<file path="src/rtl/riscv_pkg.sv">
// Shared types and encodings for the multicycle RV32I control unit.
// Optional feature macro: ILLEGAL_OP_HALT_EN (adds the HALT state).
package riscv_pkg;

    localparam int unsigned OP_W     = 7;
    localparam int unsigned F3_W     = 3;
    localparam int unsigned SEL_W    = 2;
    localparam int unsigned ALUOP_W  = 2;
    localparam int unsigned ALUC_W   = 3;
    localparam int unsigned STATE_W  = 4;

    localparam logic [OP_W-1:0] OP_LOAD   = 7'b0000011;
    localparam logic [OP_W-1:0] OP_STORE  = 7'b0100011;
    localparam logic [OP_W-1:0] OP_RTYPE  = 7'b0110011;
    localparam logic [OP_W-1:0] OP_ITYPE  = 7'b0010011;
    localparam logic [OP_W-1:0] OP_JAL    = 7'b1101111;
    localparam logic [OP_W-1:0] OP_BRANCH = 7'b1100011;

    typedef enum logic [STATE_W-1:0] {
        S_FETCH,
        S_DECODE,
        S_MEMADR,
        S_MEMREAD,
        S_MEMWB,
        S_MEMWRITE,
        S_EXECUTER,
        S_EXECUTEI,
        S_ALUWB,
        S_JAL,
        S_BEQ
`ifdef ILLEGAL_OP_HALT_EN
        , S_HALT
`endif
    } mc_state_t;

    typedef enum logic [ALUOP_W-1:0] {
        ALUOP_ADD   = 2'b00,
        ALUOP_SUB   = 2'b01,
        ALUOP_FUNCT = 2'b10
    } alu_op_t;

    typedef enum logic [ALUC_W-1:0] {
        ALU_ADD = 3'b000,
        ALU_SUB = 3'b001,
        ALU_AND = 3'b010,
        ALU_OR  = 3'b011,
        ALU_SLT = 3'b101
    } alu_ctrl_t;

endpackage

</file>
<file path="src/rtl/mc_controller_alu_decoder.sv">
// Combinational ALU decoder: alu_op plus instruction fields to ALU function.
module alu_decoder
    import riscv_pkg::*;
(
    input  logic [ALUOP_W-1:0] alu_op_i,
    input  logic [F3_W-1:0]    funct3_i,
    input  logic               op5_i,
    input  logic               funct7b5_i,
    output logic [ALUC_W-1:0]  alu_control_o
);

    // Map the requested ALU operation; funct3 only matters for alu_op 10.
    always_comb begin
        alu_control_o = ALU_ADD;
        case (alu_op_i)
            ALUOP_ADD: alu_control_o = ALU_ADD;
            ALUOP_SUB: alu_control_o = ALU_SUB;
            ALUOP_FUNCT: begin
                case (funct3_i)
                    3'b000:  alu_control_o = (op5_i & funct7b5_i) ? ALU_SUB : ALU_ADD;
                    3'b010:  alu_control_o = ALU_SLT;
                    3'b110:  alu_control_o = ALU_OR;
                    3'b111:  alu_control_o = ALU_AND;
                    default: alu_control_o = ALU_ADD;
                endcase
            end
            default: alu_control_o = ALU_ADD;
        endcase
    end

endmodule

</file>
<file path="src/rtl/mc_controller.sv">
// Moore control FSM for the multicycle RV32I core.
// Optional feature macro: ILLEGAL_OP_HALT_EN (unknown opcodes halt the core).
module mc_controller
    import riscv_pkg::*;
(
    input  logic              clk,
    input  logic              reset,
    input  logic [OP_W-1:0]   op,
    input  logic [F3_W-1:0]   funct3,
    input  logic              funct7b5,
    input  logic              zero,
    output logic [SEL_W-1:0]  imm_src,
    output logic [SEL_W-1:0]  alu_src_a,
    output logic [SEL_W-1:0]  alu_src_b,
    output logic [SEL_W-1:0]  result_src,
    output logic              adr_src,
    output logic [ALUC_W-1:0] alu_control,
    output logic              ir_write,
    output logic              pc_write,
    output logic              reg_write,
    output logic              mem_write,
    output logic              halted
);

    mc_state_t          state_q, state_d;
    logic [ALUOP_W-1:0] alu_op;
    logic               ir_write_s, reg_write_s, mem_write_s;
    logic               pc_update, branch;

    // State register; reset returns to FETCH immediately.
    always_ff @(posedge clk or posedge reset) begin
        if (reset) state_q <= S_FETCH;
        else       state_q <= state_d;
    end

    // Next-state logic.
    always_comb begin
        state_d = S_FETCH;
        case (state_q)
            S_FETCH: state_d = S_DECODE;
            S_DECODE: begin
                case (op)
                    OP_LOAD, OP_STORE: state_d = S_MEMADR;
                    OP_RTYPE:          state_d = S_EXECUTER;
                    OP_ITYPE:          state_d = S_EXECUTEI;
                    OP_JAL:            state_d = S_JAL;
                    OP_BRANCH:         state_d = S_BEQ;
`ifdef ILLEGAL_OP_HALT_EN
                    default:           state_d = S_HALT;
`else
                    default:           state_d = S_FETCH;
`endif
                endcase
            end
            S_MEMADR:   state_d = (op == OP_LOAD) ? S_MEMREAD : S_MEMWRITE;
            S_MEMREAD:  state_d = S_MEMWB;
            S_MEMWB:    state_d = S_FETCH;
            S_MEMWRITE: state_d = S_FETCH;
            S_EXECUTER: state_d = S_ALUWB;
            S_EXECUTEI: state_d = S_ALUWB;
            S_ALUWB:    state_d = S_FETCH;
            S_JAL:      state_d = S_ALUWB;
            S_BEQ:      state_d = S_FETCH;
`ifdef ILLEGAL_OP_HALT_EN
            S_HALT:     state_d = S_HALT;
`endif
            default:    state_d = S_FETCH;
        endcase
    end

    // Moore output decode; unlisted fields stay at zero.
    always_comb begin
        alu_src_a   = 2'b00;
        alu_src_b   = 2'b00;
        result_src  = 2'b00;
        adr_src     = 1'b0;
        alu_op      = ALUOP_ADD;
        ir_write_s  = 1'b0;
        reg_write_s = 1'b0;
        mem_write_s = 1'b0;
        pc_update   = 1'b0;
        branch      = 1'b0;
        halted      = 1'b0;
        case (state_q)
            S_FETCH: begin
                ir_write_s = 1'b1;
                alu_src_b  = 2'b10;
                result_src = 2'b10;
                pc_update  = 1'b1;
            end
            S_DECODE: begin
                alu_src_a = 2'b01;
                alu_src_b = 2'b01;
            end
            S_MEMADR: begin
                alu_src_a = 2'b10;
                alu_src_b = 2'b01;
            end
            S_MEMREAD: adr_src = 1'b1;
            S_MEMWB: begin
                result_src  = 2'b01;
                reg_write_s = 1'b1;
            end
            S_MEMWRITE: begin
                adr_src     = 1'b1;
                mem_write_s = 1'b1;
            end
            S_EXECUTER: begin
                alu_src_a = 2'b10;
                alu_op    = ALUOP_FUNCT;
            end
            S_EXECUTEI: begin
                alu_src_a = 2'b10;
                alu_src_b = 2'b01;
                alu_op    = ALUOP_FUNCT;
            end
            S_ALUWB: reg_write_s = 1'b1;
            S_JAL: begin
                alu_src_a = 2'b01;
                alu_src_b = 2'b10;
                pc_update = 1'b1;
            end
            S_BEQ: begin
                alu_src_a = 2'b10;
                alu_op    = ALUOP_SUB;
                branch    = 1'b1;
            end
`ifdef ILLEGAL_OP_HALT_EN
            S_HALT: halted = 1'b1;
`endif
            default: ;
        endcase
    end

    // Immediate format follows the opcode in every state.
    always_comb begin
        imm_src = 2'b00;
        case (op)
            OP_STORE:  imm_src = 2'b01;
            OP_BRANCH: imm_src = 2'b10;
            OP_JAL:    imm_src = 2'b11;
            default:   imm_src = 2'b00;
        endcase
    end

    // Write enables are suppressed for as long as reset is held.
    assign ir_write  = ir_write_s  & ~reset;
    assign reg_write = reg_write_s & ~reset;
    assign mem_write = mem_write_s & ~reset;
    assign pc_write  = (pc_update | (branch & zero)) & ~reset;

    alu_decoder u_alu_decoder (
        .alu_op_i      (alu_op),
        .funct3_i      (funct3),
        .op5_i         (op[5]),
        .funct7b5_i    (funct7b5),
        .alu_control_o (alu_control)
    );

endmodule

</file>
<file path="config.mk">
export PLATFORM = sky130hd
export DESIGN_NAME = mc_controller
export DESIGN_NICKNAME = d
export VERILOG_FILES = /design/src/rtl/riscv_pkg.sv /design/src/rtl/mc_controller_alu_decoder.sv /design/src/rtl/mc_controller.sv
export SDC_FILE = /design/constraint.sdc
export NUM_CORES = 1
export LEC_CHECK = 0
export ABC_AREA = 1
export BUFFER_PORTS_ARGS = -buffer_cell sky130_fd_sc_hd__buf_2
export CAP_MARGIN = 15
export CELL_PAD_IN_SITES_DETAIL_PLACEMENT = 0
export CELL_PAD_IN_SITES_GLOBAL_PLACEMENT = 1
export CORE_MARGIN = 5
export CORE_UTILIZATION = 23
export DETAILED_ROUTE_END_ITERATION = 7
export PLACE_DENSITY_LB_ADDON = 0.1
export SLEW_MARGIN = 20
export SYNTH_ARGS = -nofsm -noshare
export SYNTH_HDL_FRONTEND = slang
export SYNTH_SLANG_ARGS = --single-unit
</file>
<file path="constraint.sdc">
create_clock -name clk -period 1.2 [get_ports clk]
set_input_delay 0.06 -clock clk [delete_from_list [all_inputs] [get_ports clk]]
set_output_delay 0.06 -clock clk [all_outputs]
set_load 0.01 [all_outputs]
</file>
**Word-level counts from Yosys, hierarchy flattened**

Cells that the tools add are included.

- Register bits: 4
- Input port bits: 14

- Eq/ne operators: 21
- Mux-type cells: 17
- Bitwise operators: 8
- Reduce and logical (&&, ||, !) cells: 11

Operators by type and width:

| kind | number |
|---|---|
| $pmux W4 S5 | 2 |
| $eq A4 B3 Y1 const B | 4 |
| $pmux W2 S2 | 4 |
| $eq A7 B6 Y1 const B | 2 |
| $eq A7 B7 Y1 const B | 2 |
| $eq A4 B4 Y1 const B | 3 |
| $pmux W3 S4 | 1 |
| $reduce_or A2 Y1 | 6 |
| $eq A4 B2 Y1 const B | 2 |
| $eq A7 B2 Y1 const B | 1 |
| $eq A7 B5 Y1 const B | 1 |
| $mux W1 | 7 |
| $and A1 B1 Y1 | 6 |
| $eq A3 B3 Y1 const B | 2 |
| $pmux W2 S3 | 1 |
| $pmux W3 S2 | 1 |
| $reduce_or A3 Y1 | 2 |
| $eq A4 B1 Y1 const B | 1 |
| $logic_not A4 Y1 | 1 |
| $reduce_or A4 Y1 | 1 |
| $eq A3 B2 Y1 const B | 1 |
| $logic_not A3 Y1 | 1 |
| $mux W3 | 1 |
| $eq A2 B1 Y1 const B | 1 |
| other kinds (3) | 3 |

**Depth between registers and ports, before layout**

Gate-level depths: netlist of run 1.

- Depth in word-level cells: 5
- Gate-level depth with buffers: 9
- Depth with buffers taken out: 9

**Cells and area by module**

From an unflattened synthesis of run 1, not the netlist that was laid out.

- Cells, all modules: 96
- Area total of the unflattened synthesis: 554.3 um^2

By module, submodules not included:

| module | instances | cells an instance | area an instance (um^2) |
|---|---|---|---|
| mc_controller | 1 | 79 | 462.9 |
| alu_decoder | 1 | 17 | 91.3 |

**Worst setup path after synthesis of run 1**

Ideal clock, no wire load.

- Path type: reg-to-output
- Start point: register state_q[2]
- End point: output alu_control[2]
- Arrival time: 1.473 ns
- Data required time: 1.140 ns
- Setup slack: -0.333 ns
- Stages on the path, launching flop included: 8
- Buffers on the path: 0
- Cell sequence: dfrtp_1 inv_1 nor2_2 inv_2 nor2_4 inv_1 ha_1 nor4_1

- Cells in the longest elaborated chain, start to end: 5
- Elaborated cells between the ends (all ways): 8

Ends and longest elaborated chain:

| what | RTL line | text |
|---|---|---|
| from (decl) | mc_controller.sv:25 | `mc_state_t state_q, state_d;` |
| from (signal assigned) | mc_controller.sv:33 | `else state_q <= state_d;` |
| $eq A4 B3 Y1 | mc_controller.sv:84 | `case (state_q)` |
| $reduce_or A2 Y1 (no line) | -- |  |
| $pmux W2 S2 (*) | mc_controller.sv:84 |  |
| $eq A2 B2 Y1 / $eq A2 B1 Y1 (equally long branches) | mc_controller_alu_decoder.sv:15 | `case (alu_op_i)` |
| $pmux W3 S2 (*) | mc_controller_alu_decoder.sv:15 |  |
| to (decl) | mc_controller.sv:17 | `output logic [ALUC_W-1:0] alu_control,` |

Every way passes the cells marked *; elsewhere a longest branch is shown, timed or not.

**Worst setup path in the final report of run 1**

Ends and elaborated chain as after synthesis.

==> run metrics, run 1 <==
status=finished with violations; failing checks=setup timing; total CTS buffers=3; Synth top area share=between 10% and 20%; Final Critical Period=about 1.7 ns; max reg flops=4; Syn Nets=110; layout cells sized above 1=between 60% and 70%; Worst setup SP type=register; Worst-path clk slew=approximately 0.040 ns; # diodes=0; Nets=approximately 170; antenna violations before repair=0; post-route clock period utilization=139%; die area=between 3000 and 4000 sq um; clock latency at the later pin of the worst-skew pair=~0.24 ns; TritonCTS Sinks=4; commonest cells after routing, fill and taps aside=buf_6 (24), buf_2 (23), nand2_1 (16); synthesis-stage register bit count=4; RSZ-0062 raised after global routing=true; initial core utilization=23.9%; min-delay src=op[6]; H-tree Lvls=1; Vias=roughly 780; total negative slack=-3.94 ns; DR vias/cell=roughly 4.3; Routed WL=about 2000 um; Yosys Warn Count=0; Layout Skew=slightly above 0.006 ns; Top Ports=31; R2R Setup Slk=-0.15 ns; Cell Pwr Density=1140 nW/um^2; Syn-to-layout area delta=138%; I/O Buffers=29; CP Class=register to primary output; worst reg2reg endpoint=state_q[1]; r2r startpoint=state_q[2]; Worst R2R Path Depth=9; Hold Vio Cnt, Final=0; CP Data Arrival Time=around 1.6 ns; Synth Instances=94; Root Driver=clkbuf_4; Overall Global Routing Usage=a little under an eighth; pre-CTS WS=-0.269 ns; Largest Register=state_q; WHS Endpoint=state_q[1]; core box area=about 2200 sq um; Worst Hold Class=input port to register; routability cong.=approximately 0.70; initial DRC count=10; top post-synthesis cells by area=dfrtp_1 (19%), nand2_1 (17%), nor2_1 (14%); GR Overflow Total=0; Slew Limit Fails=0; drt drc=0; largest net degree at the start of global routing=7; Sw Share=between 40% and 50%; number of global-route vias before repair=~770; final total power=~1400 uW; post-DP HPWL=~1400 um; Worst Path Max Fanout=3; commonest non-fill, non-tap cell in the layout=buf_6; CTS tree=built; Post-Syn Area=~520 sq um; max_cap viols=0; final antenna-violating net count=0; Comb power frac=between 70% and 80%; Psw=approximately 610 uW; Die H=a little under 60 um; Max Fclk=approximately 600 MHz; Std-Cell Rows=17; Seq pwr share=between 10% and 20%; Die X=57.7 um; drt wl/cell=11.0 um; P_int=approximately 800 uW; Critical Path End Type=primary output; Pleak=between 0.0006 and 0.0007 uW; mean area per synthesized cell=around 5.6 sq um; Worst Hold Path Cells=4; worst setup margin=-0.465 ns; largest registers=state_q x4; TritonRoute pass-1 iters=4; fillers=231; cell accounting for the most synthesized area=dfrtp_1; CTS max path bufs=2; Final setup viols=16; WP data required=roughly 1.1 ns; Peak VDD IR=~0.0009 V; Clk pwr share=12.0%; Layout Utilization=56.7%; sequential area share after synthesis=a little under a fifth; number of unique standard cell types used by synthesis=21; first-pass GRT wire length=roughly 3100 um
[power by group through the flow]
stage / logic (uW) / clock network, uW / registers, uW
finish: 1070 / 170 / 177
CTS: 895 / 173 / 176
global route: 1160 / 180 / 178
detailed placement: 611 / 0 / 175
floorplan: 316 / 0 / 199
global placement: 610 / 0 / 174
[worst max path at each step]
stage                           to  cells after the start  slack [ns]  startpoint
floorplan           alu_control[2]                      7       -0.16  state_q[2]
global placement    alu_control[2]                      8       -0.24  state_q[2]
detailed placement  alu_control[2]                      8       -0.27  state_q[2]
CTS                 alu_control[0]                      8       -0.52  state_q[3]
global route        alu_control[2]                      7       -0.54  state_q[3]
finish              alu_control[2]                      8       -0.46  state_q[2]
[synthesized netlist by cell type]
cell type   n
inv_2       2
nor2_4      2
a21oi_1     3
nor4_1      1
nand2_4     1
nor2_2      3
inv_1      17
a31oi_1     1
o21ai_2     1
nand2_1    24
o21ai_0     1
dfrtp_1     4
conb_1      1
buf_4       1
nand3_1     7
o211ai_1    1
nor3_1      1
ha_1        2
nand4_1     1
nand2_2     1
nor2_1     19
[kinds of logic (layout without fill, tap and decap cells)]
kind of cell | after synthesis | in the layout | share of synthesized area, %
and+or+nand+nor | 60 | 60 | 52.2
DFF | 4 | 4 | 19.1
buffers and inverters | 20 | 79 | 15.1
AOI/OAI and AO/OA | 7 | 7 | 8.13
adders and majority gates | 2 | 2 | 4.78
other | 1 | 1 | 0.717
[metal layers]
| metal | share of wire, % | routed length (um) | GRT usage, % |
|---|---|---|---|
| met1 | 37 | 737 | 12.4 |
| met2 | 57 | 1140 | 22.9 |
| met3 | 4.3 | 86 | 0.445 |
| met4 | 1.5 | 30 | 7.62 |
| met5 | 0 | 0 | 0 |
[cell type report]
class	count	area, sq um	share of cell area, %
Clock buffer	3	22.5	1.81
Inverter	19	73.8	5.94
Multi-Input combinational cell	70	547	44.0
Sequential cell	4	101	8.16
Tap cell	28	35.0	2.82
Timing Repair Buffer	57	463	37.3
[worst max-delay path, stage by stage (launching register included)]
cell and delay (ns):
dfrtp_1 0.36, inv_2 0.06, nor2_4 0.11, inv_2 0.06
nor2_4 0.13, ha_4 0.17, nand2_4 0.06, nor4_4 0.25
buf_2 0.16
[what timing repair did]
action	CTS	global route
hold endpoints to repair	4	0
pin swaps	12	15
resized for setup	38	34
hold buffers	1	0
setup endpoints to repair	16	17
gates cloned	0	0
setup buffers	9	8
[per-stage QoR]
step | hold slack, ns | cells | area [sq um]
floorplan | -0.166 | 94 | 562
global placement | -0.00333 | 166 | 855
detailed placement | -0.00397 | 166 | 855
CTS | 0.119 | 178 | 1090
global route | 0.137 | 181 | 1240
finish | 0.112 | 181 | 1240
No activity file was read; power rests on OpenSTA's default activity.
==> run 2: changes to the inputs <==
CORE_ASPECT_RATIO = 1.25   (was unset)
==> run metrics, run 2 (synthesized netlist as in run 1, its figures left out) <==
design area=1170 sq um (-6.0%); Pleak=0.000661 uW (+1.4%); Die H=63.3 um (+9.8%); Cell Pwr Density=1210 nW/um^2 (+5.8%); clock latency at the later pin of the worst-skew pair=0.23 ns (about the same); H-tree Lvls=1 (unchanged); core box area=2190 sq um (-0.17%); Die X=52.7 um (-8.7%); die area=3330 sq um (+0.18%); Layout Skew=0.00186 ns (-0.00435 ns); min-delay src=op[6]; largest net degree at the start of global routing=7 (unchanged); Largest Register=state_q; Vias=787 (+0.64%); initial core utilization=23.9% (+0.041 points); initial DRC count=10 (unchanged); commonest non-fill, non-tap cell in the layout=buf_2; Post-Layout Cell Count=185 (+2.2%); Root Driver=clkbuf_4; max reg flops=4 (unchanged); Worst setup SP type=register; fillers=225 (-2.6%); Multi-input gate area=533 sq um (-2.5%); Peak VDD IR=0.000662 V (-25%); r2r startpoint=state_q[3]; Psw=620 uW (+0.85%); CTS max path bufs=2 (unchanged); CTS tree=built; Nets=172 (+0.58%); Comb power frac=75.8% (+0.3 points); drt wl/cell=11.2 um (+2.1%); Slowest cell on crit path=dfrtp_1; P_int=789 uW (-1.7%); Final setup viols=17 (+1); WP buf/inv=2 (-1); status=finished with violations; failing checks=setup timing; Top Ports=31 (unchanged); Worst Path Max Fanout=3 (unchanged); RSZ-0062 raised after global routing=true; Final Critical Period=1.69 ns (+0.0213 ns); Clk pwr share=11.6% (-0.4 points); final antenna-violating net count=0 (unchanged); Placed Cells=168 (+1.2%); pre-CTS WS=-0.312 ns (-0.0429 ns); layout cells sized above 1=64.3% (-3.7 points); Critical Path End Type=primary output; drt drc=0 (unchanged); Area after DPL=851 sq um (-0.44%); max_cap viols=0 (unchanged); CP Class=register to primary output; # diodes=0 (unchanged); slowest stage delay, CP=0.42 ns (+0.06 ns); routability cong.=0.854 (+21%); CP cell instances=nor2_4 > inv_2 > nor2_4 > ha_4 > nand2_4 > nor4_4 > buf_2; antenna violations before repair=0 (unchanged); Worst path most repeated cell=nor2_4; Slew Limit Fails=0 (unchanged); post-route clock period utilization=141% (+1.8 points); Max Fclk=593 MHz (-1.3%); post-DP HPWL=1470 um (+4.9%); launch point of the worst path=state_q[3]; Syn-to-layout area delta=123%; kind of cell adding the most delay to the critical path=simple AND/OR/NAND/NOR gates; worst setup margin=-0.486 ns (-0.0213 ns); Std-Cell Rows=19 (+2); largest registers=state_q x4; Worst Hold Class=input port to register; DR vias/cell=4.25 (-1.5%); GR Overflow Total=0 (unchanged); register area=100 sq um (-1.2%); Hold Vio Cnt, Final=0 (unchanged); total CTS buffers=3 (unchanged); WP data required=1.14 ns (about the same); Overall Global Routing Usage=13.2% (+1.3 points); CP Data Arrival Time=1.63 ns (+0.03 ns); Sw Share=44.0% (+0.63 points); Worst-path clk slew=0.04 ns (about the same); TritonCTS Sinks=4 (unchanged); first-pass GRT wire length=3320 um (+7.8%); number of global-route vias before repair=825 (+7.4%); TritonRoute pass-1 iters=4 (unchanged); I/O Buffers=29 (unchanged); Seq pwr share=12.6% (about the same); Routed WL=2080 um (+4.3%); commonest cells after routing, fill and taps aside=buf_2 (28), buf_4 (22), nand2_1 (17)
-- run 2: cell count changes in the layout (fill, tap and decap cells not counted), moves of 2 or more --
cell     change
buf_2        +5
buf_4       +13
buf_6       -17
inv_2        -2
nand2_2      -2
nand3_1      +4
nand3_2      -3
nor2_2       +3
nor2_4       -2
o21ai_2      -2
-- run 2: metal layers --
layer	share of wire, %	wire length (um)	GRT usage (%)	up-vias
met3	4.0	83	1.18	0
met4	0	0	7.67	0
met1	34	699	12.3	367
li1	-	-	-	405
met2	62	1290	25.8	15
met5	0	0	0	-
-- run 2: metrics by stage --
step | utilization [%] | TNS (ns) | hold slack (ns) | total power (uW)
finish | 53.4 | -3.80 | 0.149 | 1410
CTS | 49.3 | -4.13 | 0.144 | 1190
detailed placement | 38.9 | -1.22 | -0.00566 | 781
global placement | 38.9 | -1.22 | -0.000787 | 782
floorplan | - | -0.305 | -0.166 | 516
global route | 53.4 | -5.79 | 0.165 | 1530
-- run 2: worst register-to-register path: cells and delay by family (launching register included) --
family	cells	cell delay, ns
flops	1	0.42
buf+inv	3	0.39
simple gates	5	0.45
-- run 2: final timing paths --
path                       slack, ns        endpoint  cells after the start
setup / recovery               -0.49  alu_control[2]                      7
hold / removal                  0.15      state_q[1]                      4
setup reg to reg               -0.12      state_q[1]                      8
hold reg to reg                 0.75      state_q[2]                      3
max in group asynchronous       0.66      state_q[1]                      3
min in group asynchronous       0.36      state_q[2]                      3
-- run 2: layout make-up --
class / instances / area share, %
clock buffer: 3 / 1.93
sequential: 4 / 8.57
timing repair buffer: 58 / 33.8
inverter: 19 / 6.75
tap: 31 / 3.32
multi-input combinational: 70 / 45.7
-- run 2: repair_timing --
| action | CTS | global route |
|---|---|---|
| pin swaps | 14 | 13 |
| hold buffers | 1 | 0 |
| gates resized for setup | 30 | 21 |
| buffers inserted | 14 | 7 |
| endpoints found under the setup margin | 16 | 18 |
| hold endpoints to repair | 4 | 0 |
-- run 2: power groups by stage --
stage / sequential (uW) / clock (uW) / combinational (uW)
3_3_place_gp: 174 / 0 / 608
6_report: 177 / 164 / 1070
5_1_grt: 181 / 186 / 1160
3_5_place_dp: 175 / 0 / 605
4_1_cts: 175 / 170 / 846
2_1_floorplan: 199 / 0 / 316
==> run 3: changes to the inputs <==
CELL_PAD_IN_SITES_GLOBAL_PLACEMENT = 2   (was 1)
CORE_UTILIZATION = 17   (was 23)
==> run metrics, run 3 (synthesized netlist as in run 1, its figures left out) <==
clock latency at the later pin of the worst-skew pair=0.23 ns (about the same); Root Driver=clkbuf_4; number of global-route vias before repair=794 (-3.8%); Die H=72.0 um (+14%); RSZ-0062 raised after global routing=true; status=finished with violations; Final setup viols=17 (unchanged); commonest cells after routing, fill and taps aside=buf_2 (25), nand2_1 (18), buf_6 (18); CP cell instances=inv_2 > nor2_4 > inv_2 > nor2_4 > ha_4 > nand2_4 > nor4_4 > buf_2; Top Ports=31 (unchanged); Pleak=0.000652 uW (-1.4%); Worst setup SP type=register; Hold Vio Cnt, Final=0 (unchanged); Critical Path End Type=primary output; Post-Layout Cell Count=191 (+3.2%); Final Critical Period=1.64 ns (-0.0430 ns); commonest non-fill, non-tap cell in the layout=buf_2; kind of cell adding the most delay to the critical path=simple AND/OR/NAND/NOR gates; GR Overflow Total=0 (unchanged); worst setup margin=-0.443 ns (+0.0430 ns); Peak VDD IR=0.000638 V (-3.7%); total CTS buffers=3 (unchanged); WP buf/inv=3 (+1); final total power=1330 uW (-5.9%); Worst Hold Class=input port to register; largest registers=state_q x4; Worst Path Max Fanout=3 (unchanged); Placed Cells=176 (+4.8%); initial core utilization=17.8% (-6.2 points); TritonCTS Sinks=4 (unchanged); Overall Global Routing Usage=9.34% (-3.8 points); first-pass GRT wire length=3080 um (-7.3%); drt drc=0 (unchanged); post-DP HPWL=1550 um (+5.0%); r2r startpoint=state_q[2]; routability cong.=0.733 (-14%); I/O Buffers=29 (unchanged); total negative slack=-3.72 ns (+0.0874 ns); Die X=59.6 um (+13%); WHS Endpoint=state_q[1]; drt wl/cell=10.5 um (-6.8%); failing checks=setup timing; pre-CTS WS=-0.283 ns (+0.0291 ns); DR vias/cell=4.08 (-4.1%); Worst-path clk slew=0.04 ns (about the same); Cell Pwr Density=1120 nW/um^2 (-7.5%); # diodes=0 (unchanged); largest net degree at the start of global routing=7 (unchanged); Largest Register=state_q; post-route clock period utilization=137% (-3.6 points); CTS tree=built; initial DRC count=12 (+2); CP Data Arrival Time=1.58 ns (-0.05 ns); Worst R2R Path Depth=9 (+1); worst reg2reg endpoint=state_q[2]; Syn-to-layout area delta=127%; WP data required=1.14 ns (about the same); min-delay src=op[6]; H-tree Lvls=1 (unchanged); final antenna-violating net count=0 (unchanged); max reg flops=4 (unchanged); die area=4290 sq um (+29%); Std-Cell Rows=22 (+3); R2R Setup Slk=-0.18 ns (-0.06 ns); CTS max path bufs=2 (unchanged); antenna violations before repair=0 (unchanged); Slew Limit Fails=0 (unchanged); fillers=336 (+49%); max_cap viols=0 (unchanged); Hold WS=0.127 ns (-0.0217 ns); slowest stage delay, CP=0.36 ns (-0.06 ns); Slowest cell on crit path=dfrtp_1; CP Class=register to primary output; Max Fclk=609 MHz (+2.6%); layout cells sized above 1=63.9% (-0.41 points); Layout Skew=0.00339 ns (+0.00154 ns); Vias=779 (-1.0%); core box area=2950 sq um (+35%); Worst Hold Path Cells=4 (unchanged); TritonRoute pass-1 iters=4 (unchanged); Routed WL=2000 um (-3.8%); Nets=173 (+0.58%)
## run 3: cell types whose count changed in the layout (fill, tap and decap cells not counted), sizes merged
cell,delta
buf,+1
clkinv,-1
inv,+1
## run 3: timing repair
item	CTS	global route
hold buffers	1	0
endpoints found under the hold margin	4	0
gates resized for setup	27	25
buffers inserted	9	7
pin swaps	9	14
setup endpoints to repair	16	18
## run 3: per-stage QoR
stage / cell area (sq um) / util, %
floorplan: 562 / -
global placement: 880 / 29.9
detailed placement: 880 / 29.9
CTS: 1060 / 35.9
global route: 1190 / 40.3
finish: 1190 / 40.3
## run 3: how the worst max path moves through the flow
stage	cells past startpoint	start	slack (ns)	to
2_1_floorplan	7	state_q[2]	-0.16	alu_control[2]
3_3_place_gp	7	state_q[3]	-0.28	alu_control[2]
3_5_place_dp	7	state_q[3]	-0.28	alu_control[2]
4_1_cts	8	state_q[3]	-0.50	alu_control[0]
5_1_grt	8	state_q[2]	-0.53	alu_control[2]
6_report	8	state_q[2]	-0.44	alu_control[2]
## run 3: final cells by class
| class | instances | area (sq um) | area share [%] |
|---|---|---|---|
| multi-input combinational | 70 | 497 | 41.8 |
| clock buffer | 3 | 22.5 | 1.90 |
| sequential | 4 | 101 | 8.54 |
| inverter | 19 | 71.3 | 6.01 |
| timing repair buffer | 59 | 450 | 37.9 |
| tap | 36 | 45.0 | 3.79 |
## run 3: metal layers
metal	wire [um]	global-route usage (%)	share of wire (%)
met2	1210	18.5	61
met3	112	2.49	5.6
met4	21	3.69	1.1
met1	652	8.64	33
met5	0	0	0
## run 3: where the power goes
group          switching, uW  internal (uW)
clock network           49.4            111
registers               18.5            158
logic                    483            506
total                    551            775
## run 3: worst min-delay path, cell delays in order
cell	delay, ns
buf_2	0.09
nor2_1	0.05
nand3_1	0.06
nand2_1	0.05
